<file path="config.mk">
export PLATFORM = sky130hd
export DESIGN_NAME = run_scorer
export DESIGN_NICKNAME = d
export VERILOG_FILES = /design/src/rtl/run_scorer.sv
export SDC_FILE = /design/constraint.sdc
export NUM_CORES = 1
export LEC_CHECK = 0
export ABC_AREA = 0
export CAP_MARGIN = 20
export CORE_ASPECT_RATIO = 0.7
export CORE_UTILIZATION = 58
export CTS_BUF_LIST = sky130_fd_sc_hd__clkbuf_2 sky130_fd_sc_hd__clkbuf_4 sky130_fd_sc_hd__clkbuf_8
export DETAILED_ROUTE_END_ITERATION = 12
export GPL_TIMING_DRIVEN = 0
export PLACE_DENSITY = 0.87
export SLEW_MARGIN = 20
export SYNTH_ARGS = -nofsm -noshare
export SYNTH_HDL_FRONTEND = slang
export SYNTH_SLANG_ARGS = --single-unit
export TNS_END_PERCENT = 30
</file>
<file path="constraint.sdc">
create_clock -name clk -period 4.37 [get_ports clk]
set_input_delay 1.0925 -clock clk [delete_from_list [all_inputs] [get_ports clk]]
set_output_delay 1.0925 -clock clk [all_outputs]
set_load 0.1 [all_outputs]
</file>
<file path="src/rtl/run_scorer.sv">
// Per-run score generator: counts ticks and obstacle bonuses during a run, then
// issues one submit request and holds off new runs for a cooldown. Optional streak bonus: SCORE_MULT_EN.
module run_scorer #(
  parameter int unsigned OBST_BONUS    = 10,
  parameter int unsigned MAX_SCORE     = 9999,
  parameter logic [3:0]  SUBMIT_CODE   = 4'd5,
  parameter int unsigned COOLDOWN      = 12,
  parameter int unsigned STREAK_WINDOW = 16
) (
  input  logic        clk,
  input  logic        rst,
  input  logic        game_start,
  input  logic [1:0]  player_sel,
  input  logic        tick,
  input  logic        obstacle_passed,
  input  logic        collision,
  output logic [13:0] Score,
  output logic [1:0]  playerID,
  output logic [3:0]  score_req,
  output logic        running,
  output logic        busy
);

  localparam int CW = (COOLDOWN < 2) ? 1 : $clog2(COOLDOWN + 1);

  if (MAX_SCORE > 16383 || STREAK_WINDOW < 1) begin : g_bad_param
    $error("run_scorer: MAX_SCORE must fit in 14 bits and STREAK_WINDOW must be nonzero");
  end

  typedef enum logic [2:0] {
    S_IDLE,
    S_RUN,
    S_SETTLE,
    S_SUBMIT,
    S_WAIT
  } state_t;

  state_t        state;
  logic [CW-1:0] cooldown;
  logic [14:0]   bonus_amt;
  logic [14:0]   sum;
  logic [13:0]   next_score;

`ifdef SCORE_MULT_EN
  localparam int GW = $clog2(STREAK_WINDOW + 1);

  logic [1:0]    streak;
  logic [GW-1:0] gap;

  assign bonus_amt = 15'(OBST_BONUS) << streak;

  // Streak only evolves on RUN cycles whose events are actually scored.
  always_ff @(posedge clk) begin
    if (rst) begin
      streak <= '0;
      gap    <= '0;
    end else if (state == S_IDLE && game_start) begin
      streak <= '0;
      gap    <= '0;
    end else if (state == S_RUN && !collision) begin
      if (obstacle_passed) begin
        if (streak != 2'd3) streak <= streak + 2'd1;
        gap <= '0;
      end else if (tick) begin
        if (32'(gap) + 32'd1 >= STREAK_WINDOW) begin
          streak <= '0;
          gap    <= GW'(STREAK_WINDOW);
        end else begin
          gap <= gap + 1'b1;
        end
      end
    end
  end
`else
  assign bonus_amt = 15'(OBST_BONUS);
`endif

  // Widened by one bit so the saturation compare sees any carry past 14 bits.
  assign sum        = {1'b0, Score} + 15'(tick) + (obstacle_passed ? bonus_amt : 15'd0);
  assign next_score = (sum > 15'(MAX_SCORE)) ? 14'(MAX_SCORE) : sum[13:0];

  // NOTE: all state and outputs use non-blocking assignments so every register
  // samples pre-edge values; score_req gets its default before the case so it
  // is a one-cycle pulse without needing an explicit clear in every state.
  always_ff @(posedge clk) begin
    if (rst) begin
      state     <= S_IDLE;
      cooldown  <= '0;
      Score     <= '0;
      playerID  <= '0;
      score_req <= '0;
      running   <= 1'b0;
      busy      <= 1'b0;
    end else begin
      score_req <= '0;
      unique case (state)
        S_IDLE: begin
          if (game_start) begin
            state    <= S_RUN;
            Score    <= '0;
            playerID <= player_sel;
            running  <= 1'b1;
            busy     <= 1'b1;
          end
        end
        S_RUN: begin
          if (collision) begin
            state   <= S_SETTLE;
            running <= 1'b0;
          end else begin
            Score <= next_score;
          end
        end
        S_SETTLE: begin
          state     <= S_SUBMIT;
          score_req <= SUBMIT_CODE;
        end
        S_SUBMIT: begin
          state    <= S_WAIT;
          cooldown <= CW'(COOLDOWN);
        end
        S_WAIT: begin
          // Leaving on the edge where the counter would reach zero gives
          // exactly COOLDOWN cycles in WAIT.
          if (cooldown <= CW'(1)) begin
            cooldown <= '0;
            state    <= S_IDLE;
            busy     <= 1'b0;
          end else begin
            cooldown <= cooldown - 1'b1;
          end
        end
        default: state <= S_IDLE;
      endcase
    end
  end

endmodule

</file>
; After elaboration in Yosys (flattened, before gate mapping)
; Cells that the tools add are included.
[word_totals]
in_bits = 8
ff_bits = 29
out_inout_bits = 22
wordCells = 46
[classes]
add_sub_neg = 3
eq_ne = 8
n_reduce_logical = 9
muxes = 17
order_cmp = 2
[ops]
columns = cell, count
row1 = 14-bit 2-to-1 mux, 3
row2 = 14-bit one-hot mux with 2 select lines, 1
row3 = 14-bit by 1-bit adder with 15-bit output, 1
row4 = 15-bit by 4-bit adder with 15-bit output, 1
row5 = "15-bit by 14-bit > comparator with 1-bit output, second input constant", 1
row6 = 3-bit one-hot mux with 5 select lines, 1
row7 = 3-bit 2-to-1 mux, 4
row8 = 3-bit AND reduction, 4
row9 = 4-bit 2-to-1 mux, 2
row10 = "2-bit != test, second input constant", 4
row11 = 4-bit one-hot mux with 2 select lines, 1
row12 = "3-bit by 2-bit == test with 1-bit output, second input constant", 2
row13 = 2-bit nonzero test, 3
row14 = "4-bit by 1-bit less-or-equal comparator with 1-bit output, second input constant", 1
row15 = 1-bit one-hot mux with 2 select lines, 2
row16 = "4-bit by 1-bit subtractor with 4-bit output, second input constant", 1
row17 = "3-bit by 1-bit == test with 1-bit output, second input constant", 1
row18 = "3-bit == test, second input constant", 1
row19 = 3-bit logical NOT, 1
row20 = 1-bit 2-to-1 mux, 3
row21 = 2-bit AND reduction, 1

; Logic depth before layout (Yosys ltp)
; Gate-level depths: netlist (run 1).
[depth]
depth_word = 6
mapped_depth = 11
ltp_nobuf = 10

; Worst setup path after synthesis (run 1)
; Ideal clock, no wire load.
[synth_timing]
kind = input-to-reg
startpoint = input port tick
endpoint = register Score[12]
n_path_buf = 1
setup_time_ns = 0.120
arrival_ns = 3.123
required_ns = 4.250
cell_stages = 11
path_slack_ns = 1.127
cell_sequence = ha_1 inv_1 fa_1 and3b_1 or4_1 o2bb2ai_1 o221ai_2 a21oi_2 buf_6 nor4_2 a211o_1
[synth_between]
elab_chain_len = 6
[synth_rtl]
columns = item, line
row1 = start: declaration, 14  ; input logic tick,
row2 = 14-bit by 1-bit adder with 15-bit output *, 79  ; assign sum = {1'b0, Score} + 15'(tick) + (obstacle_passed ? bonus_amt : 15'd0);
row3 = 15-bit by 4-bit adder with 15-bit output *, 79
row4 = 15-bit by 14-bit > comparator with 1-bit output, 80  ; assign next_score = (sum > 15'(MAX_SCORE)) ? 14'(MAX_SCORE) : sum[13:0];
row5 = 14-bit 2-to-1 mux *, 80
row6 = 14-bit 2-to-1 mux *, 107  ; if (collision) begin
row7 = 14-bit one-hot mux with 2 select lines *, 96  ; unique case (state)
row8 = end signal: assignment, 111  ; Score <= next_score;
row9 = end: declaration, 17  ; output logic [13:0] Score,
; Every way passes the cells marked *; elsewhere a longest branch is shown, timed or not. The select of a mux whose other input is x is not followed.
; A chain may end at the register's enable or synchronous reset.

; Worst setup path in the final report (run 1)
[layout_timing]
startpoint = input port tick
endpoint = register Score[0]
; Same word-level chain as after synthesis.

==> results.json, run 1 <==
{
  "yosys.area_share.simple": 0.271,
  "synth_top_family_by_area": "simple AND/OR/NAND/NOR gates",
  "clkTransAtPathRegs_ns": 0.08,
  "status": "complete, no violations",
  "layout-drive-gt1-share": 0.123,
  "cpPeakStageDelay_ns": 0.46,
  "detail_route.wl_per_cell_um": 14.6,
  "drt_iter0_drc": 74,
  "die_x_um": 65.7,
  "drt_wl_total_um": 3820,
  "finalPower_uw": 534,
  "setup_slack_ns": 0.751,
  "worstPathRequired_ns": 4.52,
  "yosysTopAreaCellShare": 0.316,
  "finalCriticalPeriod_ns": 3.62,
  "hp-start": "busy",
  "viasPerCell": 6.05,
  "h-tree-depth": 1,
  "synth_area_leaders": "dfxtp_1 (32%), a211oi_1 (5.0%), ha_1 (3.8%)",
  "maxSlewViolCount": 0,
  "fin_setup_tns_ns": 0,
  "postRouteAntennaNets": 0,
  "start_util": 0.640,
  "drcViolationCount": 0,
  "synthXorXnorAreaFrac": 0.0266,
  "worstMarginPinSlew_ns": 0.971,
  "p_leak_nw": 0.750,
  "synth_edf_count": 0,
  "first_pass_iters": 4,
  "clock_skew_ns": 0.00230,
  "yosysSeqAreaShare": 0.316,
  "yosys.area.top_type": "dfxtp_1",
  "hold_violations": 0,
  "cpMaxStageDelayCell": "clkdlybuf4s50_1",
  "cts_root_buf": "clkbuf_8",
  "path_class": "primary input to flip-flop",
  "cp_cell_sequence": "clkdlybuf4s50_1 -> ha_1 -> inv_1 -> fa_1 -> nand3b_1 -> a211oi_1 -> a211oi_1 -> o221ai_2 -> a21oi_2 -> buf_6 -> nor4_1 -> nor3_1",
  "ys_warn_count": 0,
  "grt_overflow": 0,
  "track_usage": 0.277,
  "fmax_ghz": 0.276,
  "syn_area_um2": 1650,
  "hpwl_um": 2900,
  "vdd_ir_drop_max_v": 0.000168,
  "rsz0062_at_grt": "false",
  "setup_viol": 0,
  "clockBufferDepth": 2,
  "antenna_found_initial": 0,
  "crit_top_cell": "a211oi_1",
  "final_util": 0.778,
  "synth_seq_cells": 26,
  "r2r_setup_slack_ns": 1.65,
  "grt_max_degree": 14,
  "core_um2": 2570,
  "crit_arrival_ns": 3.77,
  "synth_compound_area_frac": 0.239,
  "syn_inst": 197,
  "grt_pass1_vias": 1389,
  "dpl_worst_slack_ns": 0.481,
  "gp_congestion": 0.859,
  "cap_viol_max_count": 0,
  "fp.dieH_um": 46.6,
  "finalCritPeriodShare": 0.828,
  "power.density_nw_per_um2": 267,
  "synth_ff_type": "dfxtp_1",
  "cts_setup_buffers": 0,
  "hold_buffers": 0,
  "most-common-layout-cells": "dfxtp_1 (26), clkdlybuf4s50_1 (26), nor2_1 (15), nand2_1 (15)",
  "crit_fanout": 10,
  "avgSynthCellArea_um2": 8.35,
  "cts_num_sinks": 26,
  "port_buffers": 26,
  "worstSetupStartpointType": "primary input",
  "rows": 15,
  "synthAdderAreaFrac": 0.0502,
  "ctsResizeCount": 0,
  "r2r-start": "Score[0]",
  "synth.distinct_cells": 55,
  "cp-end-kind": "flip-flop",
  "fillers": 182,
  "nNetsFinal": 243,
  "cts_tree": "done",
  "async_flop_share": 0,
  "insertion_delay_ns": 0.27,
  "vias": 1578,
  "die-area_um2": 3060,
  "io_pins": 30,
  "cts_made_buffers": 3,
  "syn2layout_area_growth_pct": 21.5,
  "worstHoldPathType": "flip-flop to flip-flop",
  "diodes": 0,
  "timing.hold.ws_ns": 0.501,
  "synth_mux_area_frac": 0.0122,
  "relSlewSlack": 0.351,
  "grt_pass1_wl_um": 6310,
  "crit_start": "tick"
}
-- metal layers --
layer	wire length, µm	global-route usage
met5	0	0
met4	19	0.0652
met3	171	0.0644
met2	1710	0.433
met1	1920	0.388
-- path summary, 6_finish.rpt --
path | end | depth (start not counted)
max | Score[0] | 12
min | busy | 2
max reg2reg | Score[0] | 11
min reg2reg | busy | 2
-- registers in the layout (all words and copies together), names as in the netlist --
signal and cells:
running 1, cooldown 4, playerID 2, state 3, Score 14, score_req 1, busy 1
-- synth_stat cells (all sizes together), types with 2 or more instances --
master / instances
a211oi: 13
inv: 10
a21o: 5
nand2b: 2
nor3: 9
nand4: 2
nand3b: 5
a21oi: 13
clkbuf: 3
nor2: 15
xnor2: 2
dfxtp: 26
or3: 5
mux2i: 2
nand2: 15
nand3: 7
xor2: 3
o21ai: 12
and4: 2
nor4: 6
buf: 11
o211ai: 2
ha: 5
o211a: 2
-- layout make-up --
| class | instances | area [µm²] | area share |
|---|---|---|---|
| inverter | 10 | 37.5 | 0.0188 |
| clock buffer | 3 | 41.3 | 0.0207 |
| tap | 34 | 42.5 | 0.0213 |
| sequential | 26 | 520 | 0.260 |
| buffer | 14 | 98.8 | 0.0494 |
| timing repair buffer | 26 | 260 | 0.130 |
| multi-input combinational | 148 | 998 | 0.499 |
-- logic make-up (layout without fill, tap and decap cells) --
kind of cell,after synthesis,after routing
AO/OA/AOI/OAI,56,56
multiplexers,2,2
flip-flops,26,26
adder cells (fa/ha/maj),6,6
AND/OR/NAND/NOR,77,77
buffers and inverters,24,53
XOR/XNOR,5,5
other,1,2
-- through the flow --
| stage | cells | area, µm² |
|---|---|---|
| CTS | 261 | 2000 |
| global route | 261 | 2000 |
| floorplan | 198 | 1650 |
| detailed placement | 258 | 1960 |
| finish | 261 | 2000 |
| global placement | 258 | 1950 |
-- critical path, delay by kind of cell --
kind,cells,cell delay (ns)
compound gates,4,0.68
fa+ha+maj,2,0.64
buf+inv,3,0.69
simple gates,3,0.65
-- report_power, final --
part	total [mW]	leakage, nW	switching (mW)	internal (mW)
Clock	0.136	0.0216	0.0736	0.0619
Sequential	0.254	0.211	0.00710	0.246
Combinational	0.145	0.517	0.105	0.0406
Total	0.534	0.750	0.185	0.349
No activity file was read; power rests on OpenSTA's default activity.
==> inputs of run 2 (changes only) <==
--- a/config.mk
+++ b/config.mk
@@ -8,11 +8,11 @@
 export ABC_AREA = 0
 export CAP_MARGIN = 20
 export CORE_ASPECT_RATIO = 0.7
-export CORE_UTILIZATION = 58
+export CORE_UTILIZATION = 54
 export CTS_BUF_LIST = sky130_fd_sc_hd__clkbuf_2 sky130_fd_sc_hd__clkbuf_4 sky130_fd_sc_hd__clkbuf_8
 export DETAILED_ROUTE_END_ITERATION = 12
 export GPL_TIMING_DRIVEN = 0
-export PLACE_DENSITY = 0.87
+export PLACE_DENSITY = 0.82
 export SLEW_MARGIN = 20
 export SYNTH_ARGS = -nofsm -noshare
 export SYNTH_HDL_FRONTEND = slang
==> constraint.sdc (replaced) <==
create_clock -name clk -period 3.4 [get_ports clk]
set_input_delay 0.85 -clock clk [delete_from_list [all_inputs] [get_ports clk]]
set_output_delay 0.85 -clock clk [all_outputs]
set_load 0.1 [all_outputs]
==> run 2 against run 1 <==
Effect of this change: clock-buffer cell count is 1 higher; register-to-register slack got worse by 0.89 ns; via count up 4.4%; first-iteration DRC count grew 55%; non-clock buffer count did not move; clock skew is 0.0039 ns higher; power increased by 36%; critical path depth unchanged; clock power increased by 54%; utilization down 6.4 points; sequential cell count unchanged; critical endpoint is now Score[12].
==> results.json, run 2 (synthesis results as in run 1) <==
{
  "maxSlewViolCount": 0,
  "cts_tree": "done",
  "detail_route.wl_per_cell_um": 15.8,
  "finalCritPeriodShare": 0.970,
  "placed_cell_area_um2": 1960,
  "diodes": 0,
  "insertion_delay_ns": 0.28,
  "timing.hold.ws_ns": 0.489,
  "drt_wl_total_um": 4170,
  "cts_setup_buffers": 0,
  "r2r_setup_slack_ns": 0.76,
  "final_area_um2": 2030,
  "layout-drive-gt1-share": 0.145,
  "fmax_ghz": 0.303,
  "worstHoldPathType": "flip-flop to flip-flop",
  "cap_viol_max_count": 0,
  "syn2layout_area_growth_pct": 23.3,
  "cp-end-kind": "flip-flop",
  "nNetsFinal": 243,
  "rows": 16,
  "port_buffers": 26,
  "worstSetupStartpointType": "primary input",
  "drcViolationCount": 0,
  "clockBufferDepth": 2,
  "power.density_nw_per_um2": 357,
  "finalCriticalPeriod_ns": 3.30,
  "first_pass_iters": 5,
  "clock_skew_ns": 0.00616,
  "reg_top3": "Score: 14 flops, cooldown: 4 flops, state: 3 flops",
  "fp.dieH_um": 48.2,
  "drt_iter0_drc": 115,
  "cts_root_buf": "clkbuf_8",
  "cts_num_sinks": 26,
  "largest_register_ffs": 14,
  "setup_slack_ns": 0.102,
  "vdd_ir_drop_max_v": 0.000344,
  "die-area_um2": 3280,
  "place_inst": 260,
  "postRouteAntennaNets": 0,
  "top_register": "Score",
  "track_usage": 0.274,
  "stdcell_count": 264,
  "die_x_um": 68.0,
  "hpwl_um": 2980,
  "dpl_worst_slack_ns": -0.235,
  "start_util": 0.579,
  "rsz0062_at_grt": "false",
  "most-common-layout-cells": "dfxtp_1 (26), clkdlybuf4s50_1 (26), nor2_1 (15), nand2_1 (14)",
  "antenna_found_initial": 0,
  "relSlewSlack": 0.344,
  "gp_congestion": 0.866,
  "viasPerCell": 6.24,
  "crit_fanout": 10,
  "status": "complete, no violations",
  "grt_overflow": 0,
  "io_pins": 30,
  "h-tree-depth": 1,
  "finalPower_uw": 725,
  "setup_viol": 0,
  "worstMarginPinSlew_ns": 0.981,
  "fillers": 237,
  "hold_violations": 0,
  "worstPathRequired_ns": 3.58,
  "grt_pass1_vias": 1354,
  "grt_pass1_wl_um": 6420,
  "core_um2": 2840,
  "cts_made_buffers": 3,
  "grt_max_degree": 15,
  "p_leak_nw": 0.756,
  "clkTransAtPathRegs_ns": 0.10,
  "crit_arrival_ns": 3.47,
  "vias": 1648,
  "path_class": "primary input to flip-flop"
}
[run 2: final cells by class]
| type | count | area, µm² | area share |
|---|---|---|---|
| sequential | 26 | 520 | 0.256 |
| tap | 36 | 45.0 | 0.0222 |
| inverter | 10 | 37.5 | 0.0185 |
| timing repair buffer | 26 | 260 | 0.128 |
| clock buffer | 4 | 55.1 | 0.0271 |
| buffer | 14 | 98.8 | 0.0487 |
| multi-input combinational | 148 | 1010 | 0.499 |
[run 2: what timing repair did]
item / CTS / global route
hold buffers: 0 / 0
endpoints found under the setup margin: 0 / 7
gates resized for setup: 0 / 4
[run 2: power breakdown]
group | total, mW | internal, mW | switching, mW
clock | 0.209 | 0.104 | 0.105
combinational | 0.190 | 0.0530 | 0.137
sequential | 0.326 | 0.317 | 0.00959
total | 0.725 | 0.474 | 0.251
[run 2: worst max-delay path, stage by stage]
cell	delay [ns]
clkdlybuf4s50_1	0.41
ha_2	0.21
inv_1	0.07
fa_2	0.21
and3b_1	0.19
or4_1	0.48
o2bb2ai_1	0.19
o221ai_2	0.13
a21oi_2	0.22
buf_6	0.18
nor4_2	0.06
a211o_1	0.26
[run 2: per-stage QoR]
step | util | setup TNS (ns)
4_1_cts | 0.709 | 0
3_3_place_gp | 0.688 | -1.37
6_report | 0.714 | 0
2_1_floorplan | - | 0
5_1_grt | 0.714 | 0
3_5_place_dp | 0.690 | -1.99
[run 2: worst paths after layout]
check	startpoint	end	depth (start not counted)
min reg2reg	busy	busy	2
min	busy	busy	2
max	tick	Score[12]	12
max reg2reg	Score[0]	Score[12]	11
[run 2: routing by layer]
layer  up-vias  GRT usage  routed length [µm]
met5         -          0                   0
met4         0     0.0958                 114
met3        16     0.0584                 315
met2        88      0.433                1870
met1       762      0.374                1860
li1        782          -                   -
